`src/rtl/boom_brkill_resp_queue.sv`:
```
// Branch-killable response FIFO between the dcache response mux and the LSU.
// Entries are killed in place (become holes) and holes drain one per cycle
// from the head without presenting deq_valid.

// One storage slot: occupancy/live state, branch mask tracking and payload.
module boom_brkill_resp_slot #(
  parameter int BR_W  = 12,
  parameter int PAY_W = 74
) (
  input  logic             clock,
  input  logic             reset_n,
  input  logic             wr_en,
  input  logic             clr,
  input  logic [BR_W-1:0]  resolve,
  input  logic [BR_W-1:0]  mispredict,
  input  logic             flush,
  input  logic [BR_W-1:0]  wr_br_mask,
  input  logic             wr_uses_ldq,
  input  logic             wr_is_hella,
  input  logic [PAY_W-1:0] wr_pay,
  output logic             occupied,
  output logic             live,
  output logic             kill,
  output logic [BR_W-1:0]  br_mask,
  output logic             uses_ldq,
  output logic             is_hella,
  output logic [PAY_W-1:0] pay
);

  // Hella requests are immune; flush only kills loads.
  assign kill = live & ~is_hella & ((|(br_mask & mispredict)) | (flush & uses_ldq));

  // Write on enqueue, free on head advance, otherwise track resolves/kills.
  always_ff @(posedge clock or negedge reset_n) begin
    if (!reset_n) begin
      occupied <= 1'b0;
      live     <= 1'b0;
      br_mask  <= '0;
      uses_ldq <= 1'b0;
      is_hella <= 1'b0;
      pay      <= '0;
    end else if (wr_en) begin
      occupied <= 1'b1;
      live     <= 1'b1;
      br_mask  <= wr_br_mask & ~resolve;
      uses_ldq <= wr_uses_ldq;
      is_hella <= wr_is_hella;
      pay      <= wr_pay;
    end else if (clr) begin
      occupied <= 1'b0;
      live     <= 1'b0;
    end else begin
      br_mask <= br_mask & ~resolve;
      if (kill) live <= 1'b0;
    end
  end

endmodule

module boom_brkill_resp_queue #(
  parameter  int DEPTH  = 8,
  parameter  int BR_W   = 12,
  parameter  int IDX_W  = 5,
  parameter  int DATA_W = 64,
  localparam int PTR_W  = $clog2(DEPTH),
  localparam int CNT_W  = $clog2(DEPTH + 1)
) (
  input  logic              clock,
  input  logic              reset_n,
  input  logic              enq_valid,
  output logic              enq_ready,
  input  logic [BR_W-1:0]   enq_br_mask,
  input  logic [IDX_W-1:0]  enq_ldq_idx,
  input  logic [IDX_W-1:0]  enq_stq_idx,
  input  logic              enq_uses_ldq,
  input  logic              enq_is_hella,
  input  logic [DATA_W-1:0] enq_data,
  output logic              deq_valid,
  input  logic              deq_ready,
  output logic [BR_W-1:0]   deq_br_mask,
  output logic [IDX_W-1:0]  deq_ldq_idx,
  output logic [IDX_W-1:0]  deq_stq_idx,
  output logic              deq_uses_ldq,
  output logic              deq_is_hella,
  output logic [DATA_W-1:0] deq_data,
  input  logic [BR_W-1:0]   brupdate_resolve_mask,
  input  logic [BR_W-1:0]   brupdate_mispredict_mask,
  input  logic              flush,
  output logic [CNT_W-1:0]  count
);

  typedef struct packed {
    logic [IDX_W-1:0]  ldq_idx;
    logic [IDX_W-1:0]  stq_idx;
    logic [DATA_W-1:0] data;
  } pay_t;

  localparam int PAY_W = $bits(pay_t);

  logic [PTR_W-1:0] head, tail, head_nxt, tail_nxt;
  logic             maybe_full, full;
  logic             enq_kill, do_enq, head_ok, head_adv;

  logic [DEPTH-1:0]            occ, live, kill, uses, hella;
  logic [DEPTH-1:0][BR_W-1:0]  br;
  logic [DEPTH-1:0][PAY_W-1:0] pay;
  pay_t                        wr_pay, head_pay;

  assign full      = (head == tail) & maybe_full;
  assign enq_ready = ~full;

  assign enq_kill = ~enq_is_hella &
                    ((|(enq_br_mask & brupdate_mispredict_mask)) | (flush & enq_uses_ldq));
  assign do_enq   = enq_valid & enq_ready & ~enq_kill;
  assign wr_pay   = '{ldq_idx: enq_ldq_idx, stq_idx: enq_stq_idx, data: enq_data};

  genvar g;
  generate
    for (g = 0; g < DEPTH; g++) begin : g_slot
      boom_brkill_resp_slot #(.BR_W(BR_W), .PAY_W(PAY_W)) u_slot (
        .clock       (clock),
        .reset_n     (reset_n),
        .wr_en       (do_enq & (tail == PTR_W'(g))),
        .clr         (head_adv & (head == PTR_W'(g))),
        .resolve     (brupdate_resolve_mask),
        .mispredict  (brupdate_mispredict_mask),
        .flush       (flush),
        .wr_br_mask  (enq_br_mask),
        .wr_uses_ldq (enq_uses_ldq),
        .wr_is_hella (enq_is_hella),
        .wr_pay      (wr_pay),
        .occupied    (occ[g]),
        .live        (live[g]),
        .kill        (kill[g]),
        .br_mask     (br[g]),
        .uses_ldq    (uses[g]),
        .is_hella    (hella[g]),
        .pay         (pay[g])
      );
    end
  endgenerate

  // Head is presented only if live and not killed this very cycle;
  // any occupied-but-dead head is a hole and drains on its own.
  assign head_ok      = occ[head] & live[head] & ~kill[head];
  assign head_adv     = (head_ok & deq_ready) | (occ[head] & ~head_ok);
  assign head_pay     = pay_t'(pay[head]);
  assign deq_valid    = head_ok;
  assign deq_br_mask  = br[head] & ~brupdate_resolve_mask;
  assign deq_ldq_idx  = head_pay.ldq_idx;
  assign deq_stq_idx  = head_pay.stq_idx;
  assign deq_uses_ldq = uses[head];
  assign deq_is_hella = hella[head];
  assign deq_data     = head_pay.data;

  assign head_nxt = (head == PTR_W'(DEPTH - 1)) ? '0 : head + 1'b1;
  assign tail_nxt = (tail == PTR_W'(DEPTH - 1)) ? '0 : tail + 1'b1;

  // Pointer and full-flag update; simultaneous enq and head advance keep maybe_full.
  always_ff @(posedge clock or negedge reset_n) begin
    if (!reset_n) begin
      head       <= '0;
      tail       <= '0;
      maybe_full <= 1'b0;
    end else begin
      if (do_enq)   tail <= tail_nxt;
      if (head_adv) head <= head_nxt;
      if (do_enq && !head_adv && (tail_nxt == head)) maybe_full <= 1'b1;
      else if (head_adv && !do_enq)                  maybe_full <= 1'b0;
    end
  end

  // Occupancy including holes; handles non-power-of-two wrap.
  always_comb begin
    if (full)              count = CNT_W'(DEPTH);
    else if (tail >= head) count = CNT_W'(tail) - CNT_W'(head);
    else                   count = CNT_W'(DEPTH) + CNT_W'(tail) - CNT_W'(head);
  end

endmodule

```
`config.mk`:
```
export PLATFORM = sky130hd
export DESIGN_NAME = boom_brkill_resp_queue
export DESIGN_NICKNAME = d
export VERILOG_FILES = /design/src/rtl/boom_brkill_resp_queue.sv
export SDC_FILE = /design/constraint.sdc
export NUM_CORES = 2
export LEC_CHECK = 0
export CAP_MARGIN = 20
export CORE_MARGIN = 5
export CORE_UTILIZATION = 39
export CTS_CLUSTER_DIAMETER = 30
export DETAILED_ROUTE_END_ITERATION = 10
export GPL_TIMING_DRIVEN = 0
export PLACE_DENSITY = 0.68
export REMOVE_ABC_BUFFERS = 1
export SLEW_MARGIN = 20
export SYNTH_ARGS = -nofsm -noshare
export SYNTH_HDL_FRONTEND = slang
export SYNTH_SLANG_ARGS = --single-unit
export TNS_END_PERCENT = 10
```
`constraint.sdc`:
```
create_clock -name clock -period 3.2 [get_ports clock]
set_input_delay 0.32 -clock clock [delete_from_list [all_inputs] [get_ports clock]]
set_output_delay 0.32 -clock clock [all_outputs]
set_load 0.03 [all_outputs]
```
# Word-level counts from Yosys, hierarchy flattened
# Cells that the tools add are included.
# totals
regBits	727
in_bits	117
out_inout_bits	94
# op_classes
add_sub_neg	5
n_lt_le_gt_ge	2
n_eq_ne	24
n_mux	76
n_bitwise	92
n_reduce_logical	33
# ops
cell	n
$and 12x12->12	19
$bmux 74 s3	1
$mux 12	17
$reduce_or 12->1	9
$mux 74	1
$and 1x1->1	49
$mux 1	47
$bmux 12 s3	1
$eq 3x3->1 const B	8
$reduce_bool 3->1	8
$reduce_bool 2->1	9
$ne 2x1->1 const B	8
$bmux 1 s3	5
$not 1->1	13
$eq 3x2->1 const B	4
$not 12->12	1
$or 1x1->1	10
$mux 4	2
$add 3x1->3 const B	2
$eq 3x1->1 const B	2
$eq 3x3->1	2
$logic_not 3->1	2
$mux 3	2
$add 4x3->4 const A	1
6 further kinds	9

# Depth between registers and ports, before layout
# logic_depth
depth_word	15
depth_mapped	13
mapped_depth_nobuf	9

# By module
# Synthesis repeated with hierarchy kept, for this count alone.
# hier_totals
cells_unflattened	2533
area_unflattened_um2	34596.9
# modules_own_cells
mod	instances	cells_per_inst	area_each_um2	seq_area_each_um2
boom_brkill_resp_slot	8	240	3542.1	2252.2
boom_brkill_resp_queue	1	613	6259.8	175.2

# Worst setup path before layout
# Ideal clock, no wire load.
# synth_path
path_type	reg2reg
from	register head[2]
to	register g_slot[3].u_slot.br_mask[10]
setup_ps	141
arrival_time_ps	3022
required_time_ps	3059
setup_slack_ps	37
path_stages_with_launch	14
synth_period_minus_slack_ps	3163
cell_sequence	dfrtp_1 > inv_1 > clkbuf_1 > clkbuf_1 > ha_1 > nand4_1 > o211a_1 > buf_4 > buf_6 > nand2_2 > buf_6 > buf_2 > mux2i_1 > o22ai_1
# synth_via
word_cells_on_any_way	23
# synth_lines
item	line_no	source
start: declaration	100	logic [PTR_W-1:0] head, tail, head_nxt, tail_nxt;
start signal: assignment	167	if (head_adv) head <= head_nxt;
$eq 3x3->1 *	109	assign full = (head == tail) & maybe_full;
$and 1x1->1 *	109	
$not 1->1 *	110	assign enq_ready = ~full;
named net enq_ready	71	output logic enq_ready,
$and 1x1->1 * (2 in series)	114	assign do_enq = enq_valid & enq_ready & ~enq_kill;
$and 1x1->1 *	123	.wr_en (do_enq & (tail == PTR_W'(g))),
$ne 2x1->1 (no source line) / $mux 12 (equally long branches)	n/a	
end signal: assignment	45	br_mask <= wr_br_mask & ~resolve;
end signal: assignment	53	br_mask <= br_mask & ~resolve;
end: declaration	24	output logic [BR_W-1:0] br_mask,
# The timed path passes the listed nets; every way through them passes the cells marked *. The select of a mux whose other input is x is not followed.
# A chain may end at the register's enable or synchronous reset.

# Worst setup path in the final report
# layout_path
from	register g_slot[2].u_slot.br_mask[4]
to	output deq_valid
# layout_via
elab_chain_len	8
# layout_lines
item	line_no	source
start: declaration	24	
start signal: assignment	45	
start signal: assignment	53	
$and 12x12->12	31	assign kill = live & ~is_hella & ((|(br_mask & mispredict)) | (flush & uses_ldq));
$reduce_or 12->1	31	
$or 1x1->1	31	
$and 1x1->1	31	
$bmux 1 s3	145	assign head_ok = occ[head] & live[head] & ~kill[head];
$mux 1 (not written as such)	145	
$not 1->1	145	
$and 1x1->1	145	
end: declaration	78	output logic deq_valid,
# No other way between the ends. The select of a mux whose other input is x is not followed.

==> flow_summary.json <==
{
  "rsz0062_at_grt": "true",
  "cap_viol_max_count": 0,
  "vias": 24700,
  "leakagePower_nw": 21.2,
  "slowest_delay_ns": 0.55,
  "worst_slack_ns": -0.0215,
  "crit_fanout": 4,
  "cp-start-kind": "register",
  "post_route_cells_drive_above_1_share_pct": 32.5,
  "ios": 211,
  "synth_top_area_share_pct": 51.9,
  "drv_slew": 0,
  "synth_area_mm2": 0.0351,
  "hp-class": "input pin to async pin",
  "grt_max_degree": 96,
  "power_frac_comb_pct": 36.7,
  "clk_latency_ns": 0.76,
  "layout_common_cells": "935 x nand2_1, 724 x dfrtp_1, 382 x mux2_2, 179 x mux4_2, 169 x clkbuf_16",
  "ys_warn_count": 0,
  "dpl.hpwl_mm": 58.4,
  "ys_seq_elements": 727,
  "antenna_found_initial": 5,
  "grt_pass1_vias": 26200,
  "swShare_pct": 33.9,
  "clkPwrFrac_pct": 34.7,
  "hold_viol": 0,
  "grt_usage_pct": 22.2,
  "final_nets": 3294,
  "area_growth_pct": 29.9,
  "critPathKind": "register to output port",
  "dr.pass1.iters": 8,
  "synth.avg_cell_area_um2": 12.1,
  "ys_async_sr_fraction_pct": 100,
  "cpMaxStageDelayCell": "a222oi_1",
  "routedWlPerCell_um": 23.7,
  "cts_tree": "yes",
  "post-route-cell-area_mm2": 0.0455,
  "worstPathArrival_ns": 2.90,
  "fp-row-count": 110,
  "synth_top_area_cell": "dfrtp_1",
  "drc": 0,
  "ys_seq_area_share_pct": 51.9,
  "gp_congestion": 0.821,
  "clk_path_buf_depth": 3,
  "timing.hold.ws_ns": 0.173,
  "powerDensity_mw_per_mm2": 1160,
  "clock.fmax_mhz": 310,
  "initial_core_util_pct": 39.1,
  "finalCriticalPeriod_ns": 3.22,
  "drtAntennaViolNets": 0,
  "netlist_top_cells_area": "dfrtp_1 52%, mux2_2 12%, mux4_2 11%, nand2_1 10%, mux2i_1 2.3%",
  "power_frac_seq_pct": 28.6,
  "coreArea_mm2": 0.0896,
  "die_y_um": 310,
  "power_mw": 52.8,
  "relSlewSlack_pct": 36.3,
  "nFillCells": 7564,
  "regArea_mm2": 0.0182,
  "grt_pass1_wl_mm": 162,
  "cts_sinks": 727,
  "via_per_inst": 5.53,
  "tightest_slew_ns": 0.956,
  "internal_power_mw": 34.9,
  "syn_inst": 2904,
  "cts_inserted_buffers": 168,
  "crit_chain": "a222oi_1 -> nand3_1 -> o211ai_1 -> a32o_2 -> nand2_1 -> a22oi_2 -> buf_4",
  "switching_power_mw": 17.9,
  "outcome": "finished with violations",
  "required_ns": 2.88,
  "violations": "setup timing",
  "synth-edff-count": 0,
  "finalSetupViolCount": 1,
  "end_kind": "output port",
  "ir_worst_vdd_mv": 0.823,
  "overflow": 0,
  "fin_skew_ns": 0.0319,
  "cts_root_buffer": "clkbuf_16",
  "dpl_cell_area_mm2": 0.0387,
  "fin_setup_tns_ns": -0.0215,
  "min_period_over_period_pct": 101,
  "synthDistinctLibCells": 58,
  "crit_buf_inv": 1,
  "synth_ff_type": "dfrtp_1",
  "die_width_um": 310,
  "dp_slack_ns": -2.20,
  "clk_pin_slew_ns": 0.05,
  "final_common_cell": "nand2_1",
  "dieArea_mm2": 0.0960,
  "cts.htree.levels": 4,
  "wirelength_mm": 106,
  "io_buffer_count": 210,
  "drtIter0Drc": 1970,
  "multi_input_area_mm2": 0.0158,
  "crit_family": "compound AO/OA/AOI/OAI gates"
}
## per-layer routing
layer | share of wire, % | up-vias | global-route usage, %
met4 | 3.1 | 4 | 8.03
met3 | 7.1 | 240 | 5.06
met2 | 49 | 911 | 36.5
li1 | - | 10800 | -
met5 | 0.021 | - | 0
met1 | 41 | 12700 | 29.1
## through the flow
| step | util [%] | instances |
|---|---|---|
| 2_1_floorplan | - | 2681 |
| 3_3_place_gp | 41.7 | 4067 |
| 3_5_place_dp | 43.2 | 4116 |
| 4_1_cts | 50.8 | 4463 |
| 5_1_grt | 50.8 | 4470 |
| 6_report | 50.8 | 4473 |
## cells in the mapped netlist (all sizes together) (2+ instances only)
| cell | instances |
|---|---|
| a22oi | 46 |
| mux2i | 80 |
| a21oi | 24 |
| buf | 157 |
| inv | 27 |
| nand3 | 38 |
| a32o | 2 |
| nor2 | 27 |
| nand4 | 3 |
| o2111ai | 2 |
| nor2b | 7 |
| a211oi | 2 |
| nand2 | 937 |
| a211o | 3 |
| nand3b | 11 |
| and2 | 3 |
| o21ai | 15 |
| a221o | 3 |
| ha | 15 |
| clkbuf | 66 |
| o2bb2ai | 66 |
| xnor2 | 2 |
| and3 | 8 |
| mux4 | 180 |
| o211ai | 18 |
| mux2 | 385 |
| or3 | 12 |
| a2bb2oi | 2 |
| nor3b | 3 |
| o22ai | 11 |
| dfrtp | 727 |
| fa | 2 |
| o21bai | 2 |
| a222oi | 9 |
## tightest hold or removal path, cell delays in order
cell and delay, ns:
dlygate4sd3_1 0.56, buf_8 0.13, buf_16 0.31
## kinds of logic (layout without fill, tap and decap cells)
| logic type | Yosys count | count (layout) | share of synthesized area, % |
|---|---|---|---|
| other | 0 | 3 | 0 |
| DFF | 727 | 727 | 51.9 |
| buffers and inverters | 250 | 634 | 3.86 |
| and+or+nand+nor | 1052 | 1056 | 11.9 |
| muxes | 645 | 645 | 26.3 |
| xor gates and xnor gates | 3 | 3 | 0.0749 |
| AOI/OAI and AO/OA | 210 | 212 | 5.39 |
| adders and majority gates | 17 | 17 | 0.649 |
## power groups by stage
| stage | Clock, mW | Sequential (mW) | Combinational, mW |
|---|---|---|---|
| floorplan | 0 | 15.0 | 11.0 |
| global placement | 0 | 15.7 | 13.6 |
| detailed placement | 0 | 15.4 | 18.6 |
| CTS | 18.6 | 15.1 | 19.5 |
| global route | 19.1 | 15.5 | 20.8 |
| finish | 18.3 | 15.1 | 19.4 |
## timing repair
action,CTS,global route
resized for setup,199,45
hold buffers,2,0
buffers inserted,23,6
gates cloned,18,1
setup endpoints to repair,817,147
pin swaps,9,0
endpoints found under the hold margin,187,0
## flip-flops by register name (all words and copies together) (netlist names)
name                    count
tail                        3
maybe_full                  1
g_slot.u_slot.uses_ldq      8
g_slot.u_slot.occupied      8
g_slot.u_slot.live          8
g_slot.u_slot.is_hella      8
g_slot.u_slot.br_mask      96
head                        3
g_slot.u_slot.pay         592
## layout make-up
class | instances | area share [%]
well taps | 1176 | 3.23
diodes | 3 | 0.0165
clock inverters | 97 | 3.49
multi-input cells | 1933 | 34.6
repair buffers | 302 | 8.44
repair inverters | 1 | 0.0192
flip-flops and latches | 727 | 40.0
inverters | 27 | 0.266
clock buffers | 207 | 9.99
## worst paths after layout
check | start | end | slack, ns | cells after the start
max | g_slot[2].u_slot.br_mask[4] | deq_valid | -0.02 | 7
min | reset_n | g_slot[0].u_slot.pay[49] | 0.17 | 3
max reg2reg | head[2] | g_slot[7].u_slot.br_mask[7] | 0.05 | 11
min reg2reg | g_slot[2].u_slot.pay[32] | g_slot[2].u_slot.pay[32] | 0.46 | 2
max in group asynchronous | reset_n | g_slot[1].u_slot.br_mask[10] | 1.14 | 6
min in group clock | enq_stq_idx[2] | g_slot[1].u_slot.pay[66] | 0.28 | 3
No activity file was read; power rests on OpenSTA's default activity.
